[src/rtl/bpm_link_collector.sv]
// Collects per-index BPM records into a sample buffer per acquisition cycle and keeps reception stats.
// Optional statistics counters are built only when BPM_COLLECTOR_STATS_EN is defined.
//
// state     | meaning
// ----------+----------------------------------------------------------
// S_IDLE    | waiting for cycleStart
// S_COLLECT | accepting records, timer running
// S_CLOSE   | one-cycle close: cycleDone high, results latched
module bpm_link_collector #(
    parameter int INDEX_WIDTH    = 5,
    parameter int TIMEOUT_CYCLES = 2000
) (
    input  logic                   clk,
    input  logic                   resetn,
    input  logic                   cycleStart,
    input  logic [INDEX_WIDTH:0]   expectedCount,
    input  logic                   inStrobe,
    input  logic [111:0]           inData,
    input  logic                   statusStrobe,
    input  logic [1:0]             statusCode,
    input  logic [INDEX_WIDTH-1:0] readAddress,
    output logic [95:0]            readData,
    output logic                   readValid,
    output logic                   cycleDone,
    output logic                   cycleComplete,
    output logic                   cycleOverrun,
    output logic [INDEX_WIDTH:0]   receivedCount,
    output logic                   busy,
    input  logic                   countersClear,
    output logic [15:0]            statCount0,
    output logic [15:0]            statCount1,
    output logic [15:0]            statCount2,
    output logic [15:0]            statCount3,
    output logic [15:0]            rejectCount
);

    localparam int DEPTH = 1 << INDEX_WIDTH;
    localparam int TW    = $clog2(TIMEOUT_CYCLES + 1);
    localparam logic [TW-1:0] TIMER_LOAD = TW'(TIMEOUT_CYCLES - 1);

    localparam logic [1:0] S_IDLE    = 2'd0;
    localparam logic [1:0] S_COLLECT = 2'd1;
    localparam logic [1:0] S_CLOSE   = 2'd2;

    logic [1:0]             state;
    logic [TW-1:0]          timer;
    logic [DEPTH-1:0]       bitmap;
    logic [DEPTH-1:0]       valid_map;
    logic [INDEX_WIDTH:0]   unique_count;
    logic [INDEX_WIDTH:0]   exp_count;
    logic                   restart_pending;
    logic [INDEX_WIDTH:0]   restart_count;
    logic [95:0]            buffer [DEPTH];

    logic                   start_now;
    logic [INDEX_WIDTH:0]   start_exp;
    logic [INDEX_WIDTH:0]   cur_exp;
    logic [DEPTH-1:0]       base_map;
    logic [INDEX_WIDTH:0]   base_count;
    logic                   in_window;
    logic [15:0]            idx;
    logic [INDEX_WIDTH-1:0] idx_lo;
    logic                   in_range;
    logic                   accept;
    logic                   reject;
    logic [DEPTH-1:0]       idx_onehot;
    logic [DEPTH-1:0]       map_next;
    logic [INDEX_WIDTH:0]   count_next;
    logic                   close_now;
    logic                   close_complete;
    logic                   close_overrun;

    // A start seen in CLOSE (new pulse or one deferred from an overrun) behaves like IDLE + cycleStart.
    always_comb begin
        start_now = 1'b0;
        start_exp = expectedCount;
        if (state == S_IDLE && cycleStart) begin
            start_now = 1'b1;
        end
        if (state == S_CLOSE && (cycleStart || restart_pending)) begin
            start_now = 1'b1;
            if (!cycleStart) begin
                start_exp = restart_count;
            end
        end
    end

    assign cur_exp    = start_now ? start_exp : exp_count;
    assign base_map   = start_now ? '0 : bitmap;
    assign base_count = start_now ? '0 : unique_count;
    assign in_window  = start_now || (state == S_COLLECT);

    assign idx        = inData[111:96];
    assign idx_lo     = idx[INDEX_WIDTH-1:0];
    assign in_range   = ((idx >> INDEX_WIDTH) == 16'd0) && ({1'b0, idx_lo} < cur_exp);
    assign accept     = inStrobe && in_window && in_range && !base_map[idx_lo];
    assign reject     = inStrobe && !accept;
    assign idx_onehot = DEPTH'(1) << idx_lo;
    assign map_next   = base_map | (accept ? idx_onehot : '0);
    assign count_next = base_count + {{INDEX_WIDTH{1'b0}}, accept};

    always_comb begin
        close_now      = 1'b0;
        close_complete = 1'b0;
        close_overrun  = 1'b0;
        if (start_now) begin
            if (count_next == start_exp) begin
                close_now      = 1'b1;
                close_complete = 1'b1;
            end
        end else if (state == S_COLLECT) begin
            if (cycleStart) begin
                close_now     = 1'b1;
                close_overrun = 1'b1;
            end else if (count_next == exp_count) begin
                close_now      = 1'b1;
                close_complete = 1'b1;
            end else if (timer == '0) begin
                close_now = 1'b1;
            end
        end
    end

    always_ff @(posedge clk) begin
        if (!resetn) begin
            state           <= S_IDLE;
            timer           <= '0;
            bitmap          <= '0;
            valid_map       <= '0;
            unique_count    <= '0;
            exp_count       <= '0;
            restart_pending <= 1'b0;
            restart_count   <= '0;
            cycleComplete   <= 1'b0;
            cycleOverrun    <= 1'b0;
            receivedCount   <= '0;
        end else begin
            if (start_now) begin
                exp_count <= start_exp;
                timer     <= TIMER_LOAD;
            end else if (state == S_COLLECT && timer != '0) begin
                timer <= timer - 1'b1;
            end
            if (in_window) begin
                bitmap       <= map_next;
                unique_count <= count_next;
            end
            restart_pending <= 1'b0;
            if (state == S_COLLECT && cycleStart) begin
                restart_pending <= 1'b1;
                restart_count   <= expectedCount;
            end
            if (close_now) begin
                state         <= S_CLOSE;
                cycleComplete <= close_complete;
                cycleOverrun  <= close_overrun;
                receivedCount <= count_next;
                valid_map     <= map_next;
            end else if (start_now) begin
                state <= S_COLLECT;
            end else if (state == S_CLOSE) begin
                state <= S_IDLE;
            end
        end
    end

    // Sample memory is deliberately not reset.
    always_ff @(posedge clk) begin
        if (resetn && accept) begin
            buffer[idx_lo] <= inData[95:0];
        end
    end

    always_ff @(posedge clk) begin
        if (!resetn) begin
            readData  <= '0;
            readValid <= 1'b0;
        end else begin
            readData  <= buffer[readAddress];
            readValid <= valid_map[readAddress];
        end
    end

    assign cycleDone = (state == S_CLOSE);
    assign busy      = (state == S_COLLECT);

`ifdef BPM_COLLECTOR_STATS_EN
    logic [15:0] stat_count [4];
    logic [15:0] reject_count;

    always_ff @(posedge clk) begin
        if (!resetn || countersClear) begin
            for (int i = 0; i < 4; i++) begin
                stat_count[i] <= '0;
            end
            reject_count <= '0;
        end else begin
            if (statusStrobe && stat_count[statusCode] != 16'hFFFF) begin
                stat_count[statusCode] <= stat_count[statusCode] + 16'd1;
            end
            if (reject && reject_count != 16'hFFFF) begin
                reject_count <= reject_count + 16'd1;
            end
        end
    end

    assign statCount0  = stat_count[0];
    assign statCount1  = stat_count[1];
    assign statCount2  = stat_count[2];
    assign statCount3  = stat_count[3];
    assign rejectCount = reject_count;
`else
    logic unused_stats;
    assign unused_stats = ^{countersClear, statusStrobe, statusCode, reject};
    assign statCount0   = '0;
    assign statCount1   = '0;
    assign statCount2   = '0;
    assign statCount3   = '0;
    assign rejectCount  = '0;
`endif

endmodule

[config.mk]
export PLATFORM = sky130hd
export DESIGN_NAME = bpm_link_collector
export DESIGN_NICKNAME = d
export VERILOG_FILES = /design/src/rtl/bpm_link_collector.sv
export SDC_FILE = /design/constraint.sdc
export NUM_CORES = 2
export LEC_CHECK = 0
export ABC_AREA = 1
export BUFFER_PORTS_ARGS = -buffer_cell sky130_fd_sc_hd__buf_2
export CORE_MARGIN = 5
export CORE_UTILIZATION = 40
export CTS_CLUSTER_SIZE = 30
export DETAILED_ROUTE_END_ITERATION = 16
export HOLD_SLACK_MARGIN = 0.06
export PLACE_DENSITY = 0.53
export SETUP_SLACK_MARGIN = 0.15
export SLEW_MARGIN = 20
export SYNTH_ARGS = -nofsm -noshare
export SYNTH_HDL_FRONTEND = slang
export SYNTH_SLANG_ARGS = --single-unit
export TNS_END_PERCENT = 30
[constraint.sdc]
create_clock -name clk -period 13.3 [get_ports clk]
set_clock_uncertainty 0.05 [all_clocks]
set_input_delay 0 -clock clk [delete_from_list [all_inputs] [get_ports clk]]
set_output_delay 0 -clock clk [all_outputs]
set_load 0.03 [all_outputs]
==> impl_metrics.yaml <==
outcome:
  status: "finished clean"
logic_synthesis:
  ys_async_sr_fraction_pct: 0
  dominantRegCellSynth: "edfxtp_1"
  ys_warn_count: 0
  mappedNetlistArea_sq_um: 128000
  postSynthRegisterBits: 3273
  netlist-cell-type-count: 45
  postSynthCellCount: 10000
  avgSynthCellArea_sq_um: 12.8
  number_of_synthesized_flops_with_an_enable_pin: 3072
  ys_seq_area_share_pct: 75.3
layout:
  final_cell_mix: "edfxtp_1 (3072), nor2_1 (2183), o21ai_0 (1972), o22ai_1 (813), clkbuf_16 (355)"
  post_route_cells_drive_above_1_share_pct: 8.81
  fill_cell_total_of_the_finished_layout: 28200
  layout.cells.most_common: "edfxtp_1"
  finish.net_count: 10300
  areaGrowthSynthToFinish_pct: 14.0
placement:
  preCtsSetupSlack_ns: 6.50
  globalplace.congestion: 0.774
  placement.io_buffers: 233
  detailed_place_hpwl_um: 178000
setup_path:
  worstSetupPathType: "reg2reg"
  critical_path.reg2reg.endpoint: "buffer[30][50]$_DFFE_PP_"
  worst_ep_required_time_ns: 13.76
  crit_path_max_fanout: 45
  critical_path.cell_chain: "inv_2, nand3_2, nand2_2, o21ai_0, ha_1, a21oi_1, inv_1, nand4_1, nand4_1, a21oi_1, nand2_4, nor2_4, buf_4, buf_4"
  critical_path.endpoint_type: "flop"
  critPathBufInv: 4
  start_kind: "flop"
  rr_startpoint: "state[0]$_SDFFE_PP0P_"
  crit_family: "simple AND/OR/NAND/NOR gates"
  timing.critical_path.slowest_stage_cell: "nor2_4"
  cp_data_arrival_time_ns: 7.32
  rrSetupSlack_ns: 6.44
  reg2regPathDepth: 14
  slowest_delay_ns: 1.03
floorplan:
  pin_count: 318
  die-area_sq_um: 331000
  number_of_rows_in_the_core_area: 207
  floorplan.initialDensity_pct: 40.2
  die_w_um: 575
  die_height_um: 575
  floorplan.core_area_sq_um: 318000
cts:
  cts-root-buf: "clkbuf_16"
  worst_skew_late_latency_ns: 0.91
  tritoncts_clock_tree: "built"
  cts_max_level: 5
  clk_pin_slew_worst_paths_ns: 0.06
  cts_made_buffers: 351
  clock-sinks: 3273
  clock_tree.buffer_depth: 4
  postCtsSetupRepairBufs: 0
timing:
  final.period_utilization_pct: 51.6
  tightest_slew_ns: 1.20
  worst_slack_ns: 6.44
  grt_setup_unrepaired: "false"
  relSlewSlack_pct: 20.1
  finalWorstPathRequiredPeriod_ns: 6.86
  report.final.setup_viol: 0
  hold_viol_final: 0
  max_freq_mhz: 146
  finalSetupTns_ns: 0
  drv_slew: 0
grt:
  global_route_usage_over_all_layers_pct: 22.3
  grt.busiest_layer: "met2"
  antenna_found_initial: 32
  met3_usage_pct: 2.94
  grt_pass1_wl_um: 557000
  groute.layer.met1.usage_pct: 31.0
  grt_util_met2_pct: 37.3
  globalRouteOverflowTotal: 0
  maximum_number_of_pins_on_one_net_before_global_route_repair: 256
  vias_in_the_first_global_route: 81600
pwr:
  irDropWorstVdd_v: 0.000102
  total_power_mw: 22.2
  p_leak_nw: 47.1
  power_density_nw_per_um2: 152
route:
  detail_route.iter0.violations: 8149
  ant_nets: 0
  wirelength_um: 384000
  drc_errors: 0
  routed_via_density: 5.75
  drt-pass1-iter-count: 6
  vias: 84300
  wl_per_cell_um: 26.2
worst_hold_path:
  min_delay_path_depth: 2
  min_from: "inData[3]"
  worstHoldEndpoint: "buffer[10][3]$_DFFE_PP_"
  min-delay-path-class: "in2reg"
run:
  max-cap-violations: 0
routing by layer:
metal | up-vias | share of wire (%)
met5 | - | 0.011
met4 | 8 | 2.6
met3 | 593 | 5.9
met2 | 2903 | 48
met1 | 43500 | 44
li1 | 37300 | -
synth_stat cells (4+ instances only):
library cell / n / area (sq um)
a21oi_1: 106 / 531
a311oi_1: 11 / 96.3
a31oi_1: 12 / 75.1
a32o_1: 8 / 80.1
buf_1: 38 / 143
buf_2: 75 / 375
buf_4: 91 / 683
buf_6: 7 / 78.8
clkbuf_1: 589 / 2210
clkinv_1: 6 / 22.5
dfxtp_1: 201 / 4020
edfxtp_1: 3072 / 92200
ha_1: 8 / 100
inv_1: 131 / 492
inv_2: 5 / 18.8
nand2_1: 322 / 1210
nand3_1: 127 / 636
nand4_1: 21 / 131
nor2_1: 2215 / 8310
nor2_2: 6 / 37.5
nor4_1: 4 / 25.0
o211ai_1: 14 / 105
o21ai_0: 1972 / 9870
o221ai_1: 73 / 639
o22ai_1: 813 / 5090
o32ai_1: 26 / 228
or2_2: 11 / 68.8
cells by family (layout without fill, tap and decap cells):
| family | after synthesis | count (layout) | share of synthesized area [%] |
|---|---|---|---|
| AOI/OAI and AO/OA | 3049 | 3049 | 13.2 |
| xor gates and xnor gates | 4 | 4 | 0.0333 |
| and+or+nand+nor | 2726 | 2726 | 8.28 |
| DFF | 3273 | 3273 | 75.3 |
| buffers and inverters | 942 | 1334 | 3.15 |
| other | 1 | 91 | 0.00293 |
| adders and majority gates | 8 | 8 | 0.0783 |
worst max path at each step:
| stage | from | endpoint | slack (ns) | depth (start not counted) |
|---|---|---|---|---|
| after floorplan | state[1]$_SDFFE_PN0P_ | buffer[14][0]$_DFFE_PP_ | 6.15 | 17 |
| after global placement | state[0]$_SDFFE_PP0P_ | buffer[30][58]$_DFFE_PP_ | 6.57 | 14 |
| after detailed placement | state[0]$_SDFFE_PP0P_ | buffer[30][55]$_DFFE_PP_ | 6.50 | 14 |
| after CTS | state[0]$_SDFFE_PP0P_ | buffer[30][14]$_DFFE_PP_ | 6.46 | 14 |
| after global routing | state[0]$_SDFFE_PP0P_ | buffer[30][93]$_DFFE_PP_ | 6.17 | 14 |
| final | state[0]$_SDFFE_PP0P_ | buffer[30][50]$_DFFE_PP_ | 6.44 | 14 |
where the power goes:
group | switching, mW | leakage, nW | internal [mW]
clock network | 4.01 | 5.38 | 5.43
registers | 0.0311 | 29.3 | 11.3
logic | 1.04 | 12.5 | 0.377
sequential cells by signal, indices dropped and copies added, names as in the netlist:
| name | count |
|---|---|
| timer | 11 |
| exp_count | 6 |
| readValid | 1 |
| restart_count | 6 |
| cycleOverrun | 1 |
| readData | 96 |
| valid_map | 32 |
| state | 2 |
| restart_pending | 1 |
| buffer | 3072 |
| receivedCount | 6 |
| bitmap | 32 |
| unique_count | 6 |
| cycleComplete | 1 |
through the flow:
step / hold WS (ns) / utilization [%] / std cells / area (sq um)
final: 0.107 / 45.8 / 14700 / 146000
after floorplan: 0.0489 / - / 10100 / 128000
after CTS: 0.0601 / 45.8 / 14700 / 146000
after global placement: 0.218 / 41.7 / 13800 / 133000
after global routing: 0.106 / 45.8 / 14700 / 146000
after detailed placement: 0.228 / 41.7 / 13800 / 133000
cell type report:
type / instances / area [sq um] / share of cell area (%)
sequential: 3273 / 96300 / 66.0
inverter: 142 / 576 / 0.395
timing repair buffer: 563 / 4510 / 3.09
clock inverter: 168 / 1570 / 1.08
tap: 4180 / 5230 / 3.59
clock buffer: 461 / 9470 / 6.50
multi-input combinational: 5867 / 28100 / 19.3
antenna: 11 / 27.5 / 0.0189
repair_timing:
item / 4_1_cts / 5_1_grt
hold endpoints to repair: 3330 / 0
hold buffers: 191 / 0
resized for setup: 0 / 0
No activity file was read; power rests on OpenSTA's default activity.
